### src/rtl/diad_pkg.sv
// Shared definitions for the diad core: data width, opcode space and the
// fetch-queue entry layout.
package diad_pkg;

    localparam int WORD_W = 24;

    typedef enum logic [5:0] {
        OP_NOP    = 6'h00,
        OP_ALU    = 6'h01,
        OP_LOAD   = 6'h02,
        OP_STORE  = 6'h03,
        OP_BRANCH = 6'h04,
        OP_JUMP   = 6'h05
    } opcode_t;

    // An all-zero word decodes as OP_NOP with every operand field zero.
    localparam logic [WORD_W-1:0] NOP_INSTR = {OP_NOP, 18'h00000};

    typedef struct packed {
        logic [23:0] pc;
        logic [23:0] instr;
    } fetch_entry_t;

endpackage

### src/rtl/fetch_buffer_ram.sv
// Entry storage for the fetch queue: one write port, one asynchronous read
// port, no reset on the array (stale contents are masked by occupancy).
module fetch_buffer_ram import diad_pkg::*; #(
    parameter int DEPTH = 4,
    parameter int W     = $bits(fetch_entry_t)
) (
    input  logic                     clk,
    input  logic                     we,
    input  logic [$clog2(DEPTH)-1:0] waddr,
    input  logic [W-1:0]             wdata,
    input  logic [$clog2(DEPTH)-1:0] raddr,
    output logic [W-1:0]             rdata
);

    logic [W-1:0] mem [DEPTH];

    always_ff @(posedge clk) begin
        if (we) begin
            mem[waddr] <= wdata;
        end
    end

    assign rdata = mem[raddr];

endmodule

### src/rtl/fetch_buffer.sv
// Fetch queue between IF and ID: first-word fall-through FIFO of {pc, instr}
// pairs with flush on taken branch and a NOP presented while empty.
module fetch_buffer #(
    parameter int                DEPTH     = 4,
    parameter int                WORD_W    = diad_pkg::WORD_W,
    parameter logic [WORD_W-1:0] NOP_INSTR = diad_pkg::NOP_INSTR
) (
    input  logic                       clk,
    input  logic                       rst,
    input  logic                       flush,
    input  logic                       push_valid,
    output logic                       push_ready,
    input  logic [WORD_W-1:0]          push_pc,
    input  logic [WORD_W-1:0]          push_instr,
    output logic                       pop_valid,
    input  logic                       pop_ready,
    output logic [WORD_W-1:0]          pop_pc,
    output logic [WORD_W-1:0]          pop_instr,
    output logic [$clog2(DEPTH+1)-1:0] count,
    output logic                       overflow
);

    localparam int PW = $clog2(DEPTH);
    localparam int CW = $clog2(DEPTH+1);
    localparam logic [CW-1:0] FULL_COUNT = CW'(DEPTH);

    logic [PW-1:0]       rd_ptr;
    logic [PW-1:0]       wr_ptr;
    logic [CW-1:0]       next_count;
    logic                push_fire;
    logic                pop_fire;
    logic [2*WORD_W-1:0] head;
    logic [WORD_W-1:0]   head_pc;
    logic [WORD_W-1:0]   head_instr;

    // A transfer happens on a clk edge only when valid and ready are both high;
    // the producer holds its word until it sees ready, and ready never depends
    // combinationally on the consumer side.
    assign push_fire = push_valid && push_ready;
    assign pop_fire  = pop_valid && pop_ready;

    always_comb begin
        next_count = count;
        if (flush) begin
            next_count = '0;
        end else begin
            case ({push_fire, pop_fire})
                2'b10:   next_count = count + CW'(1);
                2'b01:   next_count = count - CW'(1);
                default: next_count = count;
            endcase
        end
    end

    always_ff @(posedge clk or posedge rst) begin
        if (rst) begin
            count      <= '0;
            rd_ptr     <= '0;
            wr_ptr     <= '0;
            push_ready <= 1'b1;
            overflow   <= 1'b0;
        end else begin
            if (push_valid && !push_ready) begin
                overflow <= 1'b1;
            end
            count      <= next_count;
            push_ready <= (next_count < FULL_COUNT);
            if (flush) begin
                rd_ptr <= '0;
                wr_ptr <= '0;
            end else begin
                if (push_fire) begin
                    wr_ptr <= wr_ptr + PW'(1);
                end
                if (pop_fire) begin
                    rd_ptr <= rd_ptr + PW'(1);
                end
            end
        end
    end

    fetch_buffer_ram #(
        .DEPTH (DEPTH),
        .W     (2*WORD_W)
    ) u_ram (
        .clk   (clk),
        .we    (push_fire && !flush),
        .waddr (wr_ptr),
        .wdata ({push_pc, push_instr}),
        .raddr (rd_ptr),
        .rdata (head)
    );

    assign {head_pc, head_instr} = head;

    // Unwritten or stale slots are never exposed: empty forces pc=0 and a NOP.
    assign pop_valid = (count != '0);
    assign pop_pc    = pop_valid ? head_pc    : '0;
    assign pop_instr = pop_valid ? head_instr : NOP_INSTR;

endmodule

### config.mk
export PLATFORM = sky130hd
export DESIGN_NAME = fetch_buffer
export DESIGN_NICKNAME = d
export VERILOG_FILES = /design/src/rtl/diad_pkg.sv /design/src/rtl/fetch_buffer_ram.sv /design/src/rtl/fetch_buffer.sv
export SDC_FILE = /design/constraint.sdc
export NUM_CORES = 1
export LEC_CHECK = 0
export CORE_ASPECT_RATIO = 1.5
export CORE_MARGIN = 3
export CORE_UTILIZATION = 30
export CTS_BUF_LIST = sky130_fd_sc_hd__clkbuf_8
export DETAILED_ROUTE_END_ITERATION = 16
export SYNTH_ARGS = -nofsm -noshare
export SYNTH_HDL_FRONTEND = slang
export SYNTH_HIERARCHICAL = 1
export SYNTH_SLANG_ARGS = --single-unit
### constraint.sdc
create_clock -name clk -period 6 [get_ports clk]
set_input_delay 0.6 -clock clk [delete_from_list [all_inputs] [get_ports clk]]
set_output_delay 0.6 -clock clk [all_outputs]
set_load 0.01 [all_outputs]
## Word-level counts from Yosys, hierarchy flattened

Memory sizes are Yosys's and may differ from the RTL's.
Cells that the tools add are included.

- Register bits: 9
- Bits in latches: 0
- Memory bits (writable): 192
- ROM bits: 0
- Input port bits: 53
- Output and inout bits: 54
- Word-level logic and storage cells: 32
- Memories kept: 1

Memories:

| memory | depth | width | rd ports | clocked after Yosys merged registers in | write ports | line | text |
|---|---|---|---|---|---|---|---|
| u_ram.mem | 4 | 48 | 1 | 0 | 1 | fetch_buffer_ram.sv:15 | `logic [W-1:0] mem [DEPTH];` |

- Add/sub/neg operators: 4
- Multipliers: 0
- Divide/modulo/power cells: 0
- Magnitude comparators: 1
- Equality and inequality tests: 2
- Shifts and indexed selects: 0
- Muxes and demuxes: 10
- Bitwise gates (word level): 0
- Reductions and logical operators: 9

Operator list:

| cell | count |
|---|---|
| $mux 24 | 2 |
| $mux 2 | 4 |
| $pmux 3 s2 | 1 |
| $add 2x1->2 const B | 2 |
| $logic_and 1x1->1 | 4 |
| $reduce_bool 2->1 | 2 |
| $add 3x1->3 const B | 1 |
| $lt 3x3->1 const B | 1 |
| $mux 3 | 1 |
| $reduce_bool 3->1 | 1 |
| $sub 3x1->3 const B | 1 |
| $eq 2x1->1 const B | 1 |
| $eq 2x2->1 const B | 1 |
| $logic_not 1->1 | 2 |
| $mux 1 | 2 |

## Longest topological paths before layout

- Word-level depth: 6
- Depth in mapped cells: 8
- Mapped depth without buffers: 8

## Cells and area by module

The synthesis kept the hierarchy.

By module, submodules not included:

| module | times used | cells an instance | area each (um^2) | seq. area each (um^2) |
|---|---|---|---|---|
| fetch_buffer_ram | 1 | 254 | 6,949.2 | 5,765.5 |
| fetch_buffer | 1 | 103 | 832.0 | 226.5 |

## Worst setup path before layout

OpenSTA, ideal clock, no wires.

- Kind: in2reg
- Start point: in flush
- End point: mem u_ram/mem[0][0] (netlist bit) (enable)
- Setup time: 0.523 ns
- Arrival: 4.504 ns
- Data required time: 5.477 ns
- Path slack: 0.973 ns
- Cell stages on the path: 3
- Path buffers: 1
- Cells stage by stage: clkbuf_1 nor2_1 nor3b_1

- Word-level cells in the longest chain between the ends: 4

RTL lines:

| what | line | text |
|---|---|---|
| start, declared | fetch_buffer.sv:10 | `input logic flush,` |
| $logic_not 1->1 | fetch_buffer.sv:87 | `.we (push_fire && !flush),` |
| $logic_and 1x1->1 | fetch_buffer.sv:87 |  |
| $mux 1 | fetch_buffer_ram.sv:18 | `if (we) begin` |
| $mux 1 (implied by the code) | fetch_buffer_ram.sv:19 | `mem[waddr] <= wdata;` |
| end, declared | fetch_buffer_ram.sv:15 |  |

Every way passes these cells.

## Worst setup path in the final report

- Start point: reg rd_ptr[0]
- End point: out pop_instr[5]

- Word-level cells in the longest chain between the ends: 2

RTL lines:

| what | line | text |
|---|---|---|
| start, declared | fetch_buffer.sv:27 | `logic [PW-1:0] rd_ptr;` |
| start signal, assigned | fetch_buffer.sv:76 | `rd_ptr <= rd_ptr + PW'(1);` |
| $mem_v2 4x48 | -- |  |
| via head[5] | fetch_buffer.sv:32 | `logic [2*WORD_W-1:0] head;` |
| $mux 24 | fetch_buffer.sv:99 | `assign pop_instr = pop_valid ? head_instr : NOP_INSTR;` |
| end, declared | fetch_buffer.sv:18 | `output logic [WORD_W-1:0] pop_instr,` |

The timed path passes the listed nets, and every way through them passes these cells.

==> out/metrics.cfg <==
[outcome]
status = complete, no violations

[placed_design]
area_after_detailed_placement_mm2 = 0.009226
placed_cells = 782
gp_congestion = 0.7302
placement.io_buffers = 106
post-place-ws_ns = 2.553
dp_hpwl_mm = 9.506

[grt]
number_of_global_route_vias_before_repair = 4322
grt_usage = 0.1154
grt_antenna_before_repair = 0
globalRoute.totalOverflow = 0
grt_max_degree = 51
grt_first_pass_wirelength_mm = 24.56

[yosys]
dominant_combinational_cell_family_by_area_after_synthesis = multiplexers
synth_cell_types = 27
post_synth_mux_area_share = 0.1441
avg_cell_area_syn_um2 = 21.80
synth.yosys.seq_area_share = 0.7701
synth-seq-cells = 201
summed_instance_area_of_the_synthesized_netlist_mm2 = 0.007781
adder_cell_share_of_the_synthesized_area = 0.006432
synthesis.yosys.warnings = 6
postSynthCellCount = 357
post_syn_nets = 414
synthXorXnorAreaFrac = 0.005628
synth-compound-area-share = 0.004502
post_synth_and_or_nand_nor_area_fraction = 0.05419

[clock_network]
number_of_resized_instances_in_the_post_cts_repair_step = 0
clk-insertion-delay-late_ns = 0.56
clock_root_buffer = sky130_fd_sc_hd__clkbuf_8
cts_buffer_depth = 3
htreeDepth = 1
ctsHoldBuffers = 0
cts_inserted_buffers = 31
clk_pin_slew_worst_paths_ns = 0.06
cts_tree = done
clock_sink_count = 201
post_cts_buffers = 0

[critical_path]
crit_start = rd_ptr[0]$_DFFE_PP0P_
worst_r2r_endpoint = count[2]$_DFF_PP0_
critPathCaptureType = output pin
crit_path_start_kind = flip-flop
timing.rr.start = count[1]$_DFFE_PP0P_
crit_required_ns = 5.40
r2r_setup_slack_ns = 2.62
timing.critical_path.fanout_max = 50
worst_r2r_path_depth = 9
worst-endpoint-arrival_ns = 2.99
worst-setup-path-type = flip-flop to output pin

[timing]
timing.final.crit_share = 0.5982
unrepaired_setup_endpoints_after_global_routing = no
worst_slew_margin_rel = 0.3037
hold_violations_final = 0
drv_slew = 0
tns_ns = 0
setup_viol_count_final = 0
clock.fmax_ghz = 0.2786
fin_worst_skew_ns = 0.01451
worst_slack_ns = 2.411
whs_ns = 0.3238
tightestPinTransition_ns = 1.044
min_period_ns = 3.589

[floorplanning]
floorplan.core_area_mm2 = 0.02532
placement_rows = 71
floorplan.initialDensity = 0.3073
design.portCount = 107
die_area_mm2 = 0.02795
die_w_um = 137.5
die_y_um = 203.2

[routing]
wl_per_cell_um = 18.78
drt_first_iter_violations = 182
drc = 0
final_antenna_net_count = 0
dr_total_vias = 3778
detail_route.first_pass.iterations = 4
routed_via_density = 4.508
totalWireLength_mm = 15.74

[cells_and_area]
finalInstanceArea_mm2 = 0.009786
n_fill_cell = 2343
finalCoreUtilization = 0.3865
leading_cell_types_in_the_layout_fill_and_taps_excluded = sky130_fd_sc_hd__edfxtp_1 (192), sky130_fd_sc_hd__clkdlybuf4s50_1 (106), sky130_fd_sc_hd__nor2b_1 (51)
post_route_cells_drive_above_1_share = 0.2098
design.final.nets = 544
commonest_non_fill_non_tap_cell_in_the_layout = sky130_fd_sc_hd__edfxtp_1
layout-area-overhead-vs-synth_pct = 25.76
instances_no_fill = 838
n_antenna_cell = 0

[flow_run]
cap_viol_max_count = 0

[min_path]
timing.hold.worst.class = primary input to async pin

[pwr]
powerDensity_mw_per_mm2 = 315.0
report.power.total_mw = 3.082
vdd_ir_drop_max_uv = 153.7
leakage_nw = 3.110

==> cell families after synthesis <==
logic type | count (synthesis)
buffers and inverters | 21
AOI/OAI and AO/OA | 5
adders and majority gates | 4
and+or+nand+nor | 70
DFF | 201
muxes | 51
xor gates and xnor gates | 5
==> metal layers <==
layer | GRT usage | part of all wire | vias to the layer above
li1 | - | - | 1697
met1 | 0.1310 | 0.38 | 1944
met2 | 0.2130 | 0.54 | 102
met3 | 0.02320 | 0.050 | 35
met4 | 0.03780 | 0.025 | 0
met5 | 0 | 0 | -
==> power breakdown <==
group          switching (mW)  internal, mW  total [mW]
Sequential             0.0477          1.59        1.64
Combinational           0.175         0.237       0.412
Clock                   0.505         0.524        1.03
==> cell usage after synthesis <==
master / instances / area share
sky130_fd_sc_hd__a21o_1: 1 / 0.00097
sky130_fd_sc_hd__a21oi_1: 2 / 0.0013
sky130_fd_sc_hd__a21oi_2: 1 / 0.0011
sky130_fd_sc_hd__and3_1: 1 / 0.00080
sky130_fd_sc_hd__and3b_1: 2 / 0.0023
sky130_fd_sc_hd__buf_2: 4 / 0.0026
sky130_fd_sc_hd__buf_4: 3 / 0.0029
sky130_fd_sc_hd__buf_6: 3 / 0.0043
sky130_fd_sc_hd__clkbuf_1: 6 / 0.0029
sky130_fd_sc_hd__dfrtp_1: 8 / 0.026
sky130_fd_sc_hd__dfstp_2: 1 / 0.0034
sky130_fd_sc_hd__edfxtp_1: 192 / 0.74
sky130_fd_sc_hd__ha_1: 4 / 0.0064
sky130_fd_sc_hd__inv_1: 5 / 0.0024
sky130_fd_sc_hd__mux2_4: 2 / 0.0039
sky130_fd_sc_hd__mux2i_1: 1 / 0.0013
sky130_fd_sc_hd__mux4_2: 48 / 0.14
sky130_fd_sc_hd__nand2_1: 3 / 0.0014
sky130_fd_sc_hd__nand3_1: 1 / 0.00064
sky130_fd_sc_hd__nor2_1: 8 / 0.0039
sky130_fd_sc_hd__nor2b_1: 51 / 0.041
sky130_fd_sc_hd__nor3_2: 1 / 0.0013
sky130_fd_sc_hd__nor3b_1: 1 / 0.00097
sky130_fd_sc_hd__o311ai_0: 1 / 0.0011
sky130_fd_sc_hd__or3_1: 1 / 0.00080
sky130_fd_sc_hd__or3b_2: 1 / 0.0011
sky130_fd_sc_hd__xor2_1: 5 / 0.0056
==> cell type report <==
type | count | area [um2] | share of cell area
timing repair buffer | 113 | 1114 | 0.1138
clock buffer | 31 | 426.7 | 0.04360
multi-input combinational | 135 | 1687 | 0.1724
tap | 328 | 410.4 | 0.04194
clock inverter | 25 | 132.6 | 0.01355
inverter | 5 | 18.77 | 0.001918
sequential | 201 | 5997 | 0.6128
==> flip-flops by register name, summed over array words and instances, names as in the netlist <==
signal and cells:
u_ram/mem 192, rd_ptr 2, count 3, push_ready 1
overflow 1, wr_ptr 2
==> worst max path at each step <==
| stage | cells past startpoint | end | slack (ns) |
|---|---|---|---|
| finish | 3 | pop_instr[5] | 2.41 |
| CTS | 3 | pop_instr[5] | 2.24 |
| floorplan | 3 | u_ram/mem[0][0]$_DFFE_PP_ | 0.97 |
| global placement | 9 | count[2]$_DFF_PP0_ | 2.62 |
| detailed placement | 9 | count[2]$_DFF_PP0_ | 2.55 |
| global route | 3 | pop_instr[5] | 2.14 |
==> worst max-delay path: stages, from the launching register on <==
cell and delay, ns:
sky130_fd_sc_hd__dfrtp_4 1.12, sky130_fd_sc_hd__mux4_2 0.60, sky130_fd_sc_hd__nor2b_1 0.17, sky130_fd_sc_hd__clkdlybuf4s50_1 0.54
Power figures use the tool's default switching activity.
